`src/rtl/board_io_pkg.sv`:
```
`default_nettype none
// ============================================================================
//  Module   : board_io_pkg
//  Purpose  : Shared constants for the board I/O responder: register indices,
//             responder FSM states and the seven-segment glyph table.
//  Revision : 1.0 - initial release
// ============================================================================
package board_io_pkg;

    // Word register indices on the request bus
    localparam logic [3:0] IDX_LEDR      = 4'd0;
    localparam logic [3:0] IDX_LEDG      = 4'd1;
    localparam logic [3:0] IDX_HEXVAL    = 4'd2;
    localparam logic [3:0] IDX_SW        = 4'd3;
    localparam logic [3:0] IDX_KEY_LEVEL = 4'd4;
    localparam logic [3:0] IDX_KEY_EVENT = 4'd5;

    // Responder FSM: one request in flight at a time
    typedef enum logic [0:0] {
        ST_IDLE = 1'b0,
        ST_RESP = 1'b1
    } state_e;

    // Active-low glyphs, bit 0 = segment a ... bit 6 = segment g.
    // Letters b and d are lowercase so they are not confused with 8 and 0.
    localparam logic [6:0] SEG_LUT [0:15] = '{
        7'b1000000,  // 0
        7'b1111001,  // 1
        7'b0100100,  // 2
        7'b0110000,  // 3
        7'b0011001,  // 4
        7'b0010010,  // 5
        7'b0000010,  // 6
        7'b1111000,  // 7
        7'b0000000,  // 8
        7'b0010000,  // 9
        7'b0001000,  // A
        7'b0000011,  // b
        7'b1000110,  // C
        7'b0100001,  // d
        7'b0000110,  // E
        7'b0001110   // F
    };

    function automatic logic [6:0] seg_decode(input logic [3:0] nibble);
        return SEG_LUT[nibble];
    endfunction

endpackage
`default_nettype wire

```
`src/rtl/board_io_responder_if.sv`:
```
`default_nettype none
// ============================================================================
//  Module   : board_io_responder_if
//  Purpose  : Request/response bus between an initiator and the board I/O
//             responder. A request is taken when req_valid && req_ready; the
//             response is taken when resp_valid && resp_ready.
//  Revision : 1.0 - initial release
// ============================================================================
interface board_io_responder_if;
    logic        req_valid;
    logic        req_ready;
    logic        req_we;
    logic [3:0]  req_addr;
    logic [31:0] req_wdata;
    logic        resp_valid;
    logic        resp_ready;
    logic [31:0] resp_rdata;

    modport master (
        output req_valid, req_we, req_addr, req_wdata, resp_ready,
        input  req_ready, resp_valid, resp_rdata
    );

    modport slave (
        input  req_valid, req_we, req_addr, req_wdata, resp_ready,
        output req_ready, resp_valid, resp_rdata
    );
endinterface
`default_nettype wire

```
`src/rtl/input_debounce.sv`:
```
`default_nettype none
// ============================================================================
//  Module   : input_debounce
//  Purpose  : Per-bit two-flop synchronizer followed by a counter debouncer.
//             A bit's stable value only changes after the synchronized input
//             has disagreed with it for DEBOUNCE_CYCLES consecutive cycles.
//             stable_next_o exposes the value the stable flop takes on the
//             next edge so the parent can act on a change in the same cycle.
//  Revision : 1.0 - initial release
// ============================================================================
module input_debounce #(
    parameter int               WIDTH           = 1,
    parameter int               DEBOUNCE_CYCLES = 500000,
    parameter logic [WIDTH-1:0] RESET_VALUE     = '0
) (
    input  wire logic             clk,
    input  wire logic             rst,
    input  wire logic [WIDTH-1:0] async_i,
    output logic      [WIDTH-1:0] stable_o,
    output logic      [WIDTH-1:0] stable_next_o
);

    // Counter only needs to reach DEBOUNCE_CYCLES-1
    localparam int             CW        = (DEBOUNCE_CYCLES > 2) ? $clog2(DEBOUNCE_CYCLES) : 1;
    localparam logic [CW-1:0]  C_CNT_MAX = CW'(DEBOUNCE_CYCLES - 1);

    logic [WIDTH-1:0] sync1_q;
    logic [WIDTH-1:0] sync2_q;

    // Two-stage synchronizer; resets to the idle level so no false edge appears
    always_ff @(posedge clk) begin
        if (rst) begin
            sync1_q <= RESET_VALUE;
            sync2_q <= RESET_VALUE;
        end else begin
            sync1_q <= async_i;
            sync2_q <= sync1_q;
        end
    end

    for (genvar i = 0; i < WIDTH; i++) begin : g_bit
        logic [CW-1:0] cnt_q;
        logic [CW-1:0] cnt_d;
        logic          stable_q;
        logic          stable_d;

        // Count consecutive disagreeing cycles; accept on the last one
        always_comb begin
            cnt_d    = '0;
            stable_d = stable_q;
            if (sync2_q[i] != stable_q) begin
                if (cnt_q == C_CNT_MAX) begin
                    stable_d = sync2_q[i];
                end else begin
                    cnt_d = cnt_q + CW'(1);
                end
            end
        end

        // Debounce state registers
        always_ff @(posedge clk) begin
            if (rst) begin
                cnt_q    <= '0;
                stable_q <= RESET_VALUE[i];
            end else begin
                cnt_q    <= cnt_d;
                stable_q <= stable_d;
            end
        end

        assign stable_o[i]      = stable_q;
        assign stable_next_o[i] = stable_d;
    end

endmodule
`default_nettype wire

```
`src/rtl/board_io_responder.sv`:
```
`default_nettype none
// ============================================================================
//  Module   : board_io_responder
//  Purpose  : Bus-mapped register block for the board LEDs, seven-segment
//             displays, slide switches and pushbuttons. One transaction is
//             in flight at a time: accept in IDLE, answer from RESP.
//  Revision : 1.0 - initial release
// ============================================================================
module board_io_responder
    import board_io_pkg::*;
#(
    parameter int DEBOUNCE_CYCLES = 500000
) (
    input  wire logic            CLOCK_50,
    input  wire logic            RESET,
    board_io_responder_if.slave  bus,
    input  wire logic [9:0]      SW,
    input  wire logic [3:0]      KEY,
    output logic      [7:0]      LEDR,
    output logic      [7:0]      LEDG,
    output logic      [6:0]      HEX0,
    output logic      [6:0]      HEX1,
    output logic      [6:0]      HEX2,
    output logic      [6:0]      HEX3
);

    state_e      state_q, state_d;
    logic [7:0]  ledr_q, ledr_d;
    logic [7:0]  ledg_q, ledg_d;
    logic [15:0] hexval_q, hexval_d;
    logic [3:0]  key_event_q, key_event_d;
    logic [31:0] rdata_q, rdata_d;

    logic [9:0]  w_sw_stable;
    logic [9:0]  w_sw_stable_next;
    logic [3:0]  w_key_stable;
    logic [3:0]  w_key_stable_next;
    logic [3:0]  w_key_level;
    logic [3:0]  w_key_rise;
    logic [3:0]  w_event_clr;
    logic [31:0] w_read_data;
    logic        w_unused_bits;

    input_debounce #(
        .WIDTH           (10),
        .DEBOUNCE_CYCLES (DEBOUNCE_CYCLES),
        .RESET_VALUE     (10'h000)
    ) u_sw_debounce (
        .clk           (CLOCK_50),
        .rst           (RESET),
        .async_i       (SW),
        .stable_o      (w_sw_stable),
        .stable_next_o (w_sw_stable_next)
    );

    // Buttons idle high, so the debounced state starts as "not pressed"
    input_debounce #(
        .WIDTH           (4),
        .DEBOUNCE_CYCLES (DEBOUNCE_CYCLES),
        .RESET_VALUE     (4'b1111)
    ) u_key_debounce (
        .clk           (CLOCK_50),
        .rst           (RESET),
        .async_i       (KEY),
        .stable_o      (w_key_stable),
        .stable_next_o (w_key_stable_next)
    );

    assign w_key_level = ~w_key_stable;
    // A press is registered on the same edge that the level flop goes high
    assign w_key_rise  = ~w_key_stable_next & w_key_stable;

    // Read mux over current register values (pre-update)
    always_comb begin
        w_read_data = '0;
        case (bus.req_addr)
            IDX_LEDR:      w_read_data = {24'b0, ledr_q};
            IDX_LEDG:      w_read_data = {24'b0, ledg_q};
            IDX_HEXVAL:    w_read_data = {16'b0, hexval_q};
            IDX_SW:        w_read_data = {22'b0, w_sw_stable};
            IDX_KEY_LEVEL: w_read_data = {28'b0, w_key_level};
            IDX_KEY_EVENT: w_read_data = {28'b0, key_event_q};
            default:       w_read_data = '0;
        endcase
    end

    // Next-state: FSM, register writes, response data and event bookkeeping
    always_comb begin
        state_d     = state_q;
        ledr_d      = ledr_q;
        ledg_d      = ledg_q;
        hexval_d    = hexval_q;
        rdata_d     = rdata_q;
        w_event_clr = '0;

        case (state_q)
            ST_IDLE: begin
                if (bus.req_valid) begin
                    state_d = ST_RESP;
                    rdata_d = bus.req_we ? 32'h0 : w_read_data;
                    if (bus.req_we) begin
                        case (bus.req_addr)
                            IDX_LEDR:      ledr_d      = bus.req_wdata[7:0];
                            IDX_LEDG:      ledg_d      = bus.req_wdata[7:0];
                            IDX_HEXVAL:    hexval_d    = bus.req_wdata[15:0];
                            IDX_KEY_EVENT: w_event_clr = bus.req_wdata[3:0];
                            default:       ;
                        endcase
                    end
                end
            end
            ST_RESP: begin
                if (bus.resp_ready) begin
                    state_d = ST_IDLE;
                end
            end
            default: state_d = ST_IDLE;
        endcase

        // New presses take priority over a coincident clear
        key_event_d = (key_event_q & ~w_event_clr) | w_key_rise;
    end

    // State registers
    always_ff @(posedge CLOCK_50) begin
        if (RESET) begin
            state_q     <= ST_IDLE;
            ledr_q      <= '0;
            ledg_q      <= '0;
            hexval_q    <= '0;
            key_event_q <= '0;
            rdata_q     <= '0;
        end else begin
            state_q     <= state_d;
            ledr_q      <= ledr_d;
            ledg_q      <= ledg_d;
            hexval_q    <= hexval_d;
            key_event_q <= key_event_d;
            rdata_q     <= rdata_d;
        end
    end

    assign bus.req_ready  = (state_q == ST_IDLE);
    assign bus.resp_valid = (state_q == ST_RESP);
    assign bus.resp_rdata = rdata_q;

    assign LEDR = ledr_q;
    assign LEDG = ledg_q;
    assign HEX0 = seg_decode(hexval_q[3:0]);
    assign HEX1 = seg_decode(hexval_q[7:4]);
    assign HEX2 = seg_decode(hexval_q[11:8]);
    assign HEX3 = seg_decode(hexval_q[15:12]);

    // Upper write-data bits and the look-ahead switch value have no consumer
    assign w_unused_bits = &{1'b0, bus.req_wdata[31:16], w_sw_stable_next};

endmodule
`default_nettype wire

```
`src/flat_wrapper.sv`:
```
// flat-port wrapper written by rule: the top's interface ports become plain ports
module board_io_responder_flat import board_io_pkg::*;
#(
    parameter int DEBOUNCE_CYCLES = 500000
)
  (CLOCK_50, RESET, SW, KEY, LEDR, LEDG, HEX0, HEX1, HEX2, HEX3, bus_req_valid, bus_req_we, bus_req_addr, bus_req_wdata, bus_resp_ready, bus_req_ready, bus_resp_valid, bus_resp_rdata);
  board_io_responder_if bus_i ();
  input  wire logic CLOCK_50;
  input  wire logic RESET;
  input  wire logic [9:0] SW;
  input  wire logic [3:0] KEY;
  output logic      [7:0] LEDR;
  output logic      [7:0] LEDG;
  output logic      [6:0] HEX0;
  output logic      [6:0] HEX1;
  output logic      [6:0] HEX2;
  output logic      [6:0] HEX3;
  input wire logic [$bits(bus_i.req_valid)-1:0] bus_req_valid;
  input wire logic [$bits(bus_i.req_we)-1:0] bus_req_we;
  input wire logic [$bits(bus_i.req_addr)-1:0] bus_req_addr;
  input wire logic [$bits(bus_i.req_wdata)-1:0] bus_req_wdata;
  input wire logic [$bits(bus_i.resp_ready)-1:0] bus_resp_ready;
  output wire logic [$bits(bus_i.req_ready)-1:0] bus_req_ready;
  output wire logic [$bits(bus_i.resp_valid)-1:0] bus_resp_valid;
  output wire logic [$bits(bus_i.resp_rdata)-1:0] bus_resp_rdata;
  assign bus_i.req_valid = bus_req_valid;
  assign bus_i.req_we = bus_req_we;
  assign bus_i.req_addr = bus_req_addr;
  assign bus_i.req_wdata = bus_req_wdata;
  assign bus_i.resp_ready = bus_resp_ready;
  assign bus_req_ready = bus_i.req_ready;
  assign bus_resp_valid = bus_i.resp_valid;
  assign bus_resp_rdata = bus_i.resp_rdata;
  board_io_responder #(.DEBOUNCE_CYCLES(DEBOUNCE_CYCLES)) u_core (.CLOCK_50(CLOCK_50), .RESET(RESET), .bus(bus_i), .SW(SW), .KEY(KEY), .LEDR(LEDR), .LEDG(LEDG), .HEX0(HEX0), .HEX1(HEX1), .HEX2(HEX2), .HEX3(HEX3));
endmodule
```
`config.mk`:
```
export PLATFORM = sky130hd
export DESIGN_NAME = board_io_responder_flat
export DESIGN_NICKNAME = d
export VERILOG_FILES = /design/src/rtl/board_io_pkg.sv /design/src/rtl/board_io_responder_if.sv /design/src/rtl/input_debounce.sv /design/src/rtl/board_io_responder.sv /design/src/flat_wrapper.sv
export SDC_FILE = /design/constraint.sdc
export NUM_CORES = 1
export LEC_CHECK = 0
export ABC_AREA = 1
export CORE_ASPECT_RATIO = 0.5
export CORE_UTILIZATION = 40
export DETAILED_ROUTE_END_ITERATION = 8
export SLEW_MARGIN = 40
export SYNTH_ARGS = -nofsm -noshare
export SYNTH_HDL_FRONTEND = slang
export SYNTH_SLANG_ARGS = --single-unit
```
`constraint.sdc`:
```
create_clock -name CLOCK_50 -period 2.2 [get_ports CLOCK_50]
set_input_delay 0.33 -clock CLOCK_50 [delete_from_list [all_inputs] [get_ports CLOCK_50]]
set_output_delay 0.33 -clock CLOCK_50 [all_outputs]
set_load 0.01 [all_outputs]
```
==> qor.txt, run 1 <==
VDD IR max = 0.000360 V
Clock power frac = 47.6%
Sw Pwr = 2.85 mW
Vias = 16,300
Yosys cell types = 50
Total CTS buffers = 36
Outcome = finished clean
R2r startpoint = u_core.u_sw_debounce.g_bit[7].cnt_q[0]
Crit share post-route = 96.2%
CP max stage cell = dfxtp_2
Min cycle time layout = 2120 ps
Worst-Skew Late Latency = 530 ps
DRC = 0
Hold WS = 253 ps
Fin cells = 3,420
Gpl congestion = 0.877
Core area = 0.0442 mm²
Root Buffer = clkbuf_16
Most frequent cells in the layout = nand2_1, nor2_1, dfxtp_1
Routed Antenna Nets = 0
Final WL = 41,400 µm
GRT Total Usage = 17.9%
Most common cell after layout, fill and taps aside = nand2_1
DRT iter0 DRCs = 703
Max FO, Critical Path = 3
Flops & latches, synth = 361
Design Power = 13.4 mW
Leak = 7.76 nW
Number of global-route vias before repair = 14,900
CP Launch Type = flop
# rows = 54
DRT Pass-1 Iters = 7
Synth Cell Area = 0.0182 mm²
Setup-failing EPs final = 0
Register share of total power = 49.3%
CTS H-tree depth = 2
Antenna violations before repair = 1
Fmax = 0.472 GHz
P_int = 10.5 mW
Placed cells = 3,356
Worst-path cell chain = buf_4, ha_1, nand2_1, nand2_1, nor2_1, nor2_1, dlygate4sd2_1
Flop-to-flop setup slack = 370 ps
WS Path Type = reg2out
Cell Area, Placed = 0.0199 mm²
Post-Synthesis Cells = 2,668
Clock transition at path regs = 60 ps
Die Footprint = 0.0464 mm²
Clk_skew = 15.5 ps
Sink Count = 361
Final #Nets = 2,901
Post-DP HPWL = 30,800 µm
Area of all placed cells without fillers = 0.0211 mm²
Path type of the worst min-delay path = in2reg
Initial Util = 41.2%
Synth Area per Inst = 6.82 µm²
Wire per inst = 12.1 µm
Final Slew Violations = 0
MaxCap Viol Count = 0
Hold buffers post-CTS = 0
Die span in x = 304 µm
CTS tree = built
Deepest clock path buffer count = 3
PD cells = 633 mW/mm²
First-pass GRT wire length = 70,100 µm
Slowest stage delay, CP = 320 ps
Worst setup path startpoint = u_core.hexval_q[4]
Net Sw Frac = 21.3%
Die span in y = 153 µm
Post-synthesis sequential area ratio = 39.7%
Layout cells sized above 1 = 7.91%
Setup TNS = 0 ps
Port bufs = 100
Syn-to-layout area delta = 16.2%
CP endpoint kind = output pin
Final hold vios = 0
GR Overflow Total = 0
Largest net degree at the start of global routing = 46
Yosys warns = 0
Critical Path AT = 1790 ps
Worst Hold Launch = RESET
Vias/cell = 4.77
Top Ports = 133
Combinational Power Share = 3.1%
Crit path required time = 1870 ps
cells by family (layout without fill, tap and decap cells):
family / after synthesis / in the layout / share of synthesized area (%)
buffers and inverters: 371 / 519 / 8.59
and+or+nand+nor: 1520 / 1520 / 36.2
AOI/OAI and AO/OA: 278 / 278 / 8.12
other: 1 / 17 / 0.0206
adders and majority gates: 38 / 38 / 2.61
DFF: 361 / 361 / 39.7
xor gates and xnor gates: 99 / 99 / 4.77
cells in the mapped netlist (all sizes together):
library cell	number	share of area [%]
xor2	72	3.5
nor4	1	0.034
nor3	74	2.2
o311ai	1	0.048
nand3	203	5.7
a31oi	3	0.10
a21oi	158	4.4
ha	38	2.6
o21a	2	0.083
clkinv	3	0.069
xnor2	27	1.3
nand2	593	12
nand4	67	2.3
nor3b	5	0.21
o21bai	7	0.43
or2	36	1.2
clkbuf	14	0.34
o211ai	1	0.041
and2	5	0.17
dfxtp	361	40
a211oi	1	0.041
buf	40	1.7
o31ai	4	0.17
nor2	525	11
a21boi	1	0.041
inv	314	6.5
conb	1	0.021
nand3b	9	0.37
o21ai	100	2.8
and3	2	0.069
final timing paths:
kind	endpoint	cells after the start
worst min register to register	u_core.u_sw_debounce.sync2_q[0]	2
worst min-delay path	u_core.bus.resp_rdata[11]	3
worst max register to register	u_core.u_sw_debounce.g_bit[7].cnt_q[18]	7
worst max-delay path	HEX1[5]	7
through the flow:
stage	utilization (%)	setup WS (ps)
5_1_grt	47.8	-12.0
2_1_floorplan	-	550
3_5_place_dp	45.1	83.6
4_1_cts	47.8	1.81
3_3_place_gp	45.1	153
6_report	47.8	83.2
registers in the layout (all words and copies together) (netlist names), 10 cells and up:
signal                               flops
u_core.bus.resp_rdata                   16
u_core.hexval_q                         16
u_core.u_key_debounce.g_bit.cnt_q       76
u_core.u_sw_debounce.g_bit.cnt_q       190
u_core.u_sw_debounce.g_bit.stable_q     10
u_core.u_sw_debounce.sync1_q            10
u_core.u_sw_debounce.sync2_q            10
final cells by class:
cell class	count	area (µm²)
clock buffer	52	1090
sequential	361	7250
tap	588	736
timing repair buffer	141	1240
antenna	1	2.50
multi-input combinational	1951	9500
fill	4504	23000
inverter	317	1200
clock inverter	9	123
power by group through the flow:
stage | clock (mW) | sequential [mW] | combinational (mW)
floorplan | 0 | 6.74 | 0.246
global placement | 0 | 6.75 | 0.424
detailed placement | 0 | 6.75 | 0.426
CTS | 6.55 | 6.60 | 0.420
global route | 6.82 | 6.60 | 0.461
finish | 6.37 | 6.60 | 0.414
critical path, delay by kind of cell, from the launching register on:
family | cells | cell delay, ps
and+or+nand+nor | 4 | 320
DFF | 1 | 320
adders and majority gates | 1 | 210
buffers and inverters | 2 | 400
timing repair:
item | 4_1_cts | 5_1_grt
endpoints found under the hold margin | 0 | 0
buffers inserted | 0 | 2
resized for setup | 58 | 38
pin swaps | 0 | 1
gates cloned | 0 | 0
endpoints found under the setup margin | 28 | 19
layer usage:
layer	up-vias	share of wire, %	track usage, %
met2	207	46	30.0
met1	7310	48	23.4
met4	0	2.6	5.40
met3	69	3.5	3.17
li1	8737	-	-
met5	-	0	0
Power figures use the tool's default switching activity.
==> inputs of run 2 (changes only) <==
- CAP_MARGIN: not set -> 20
==> results of run 2 <==
The final DEF is identical to that of run 1; final timing and power are the same.
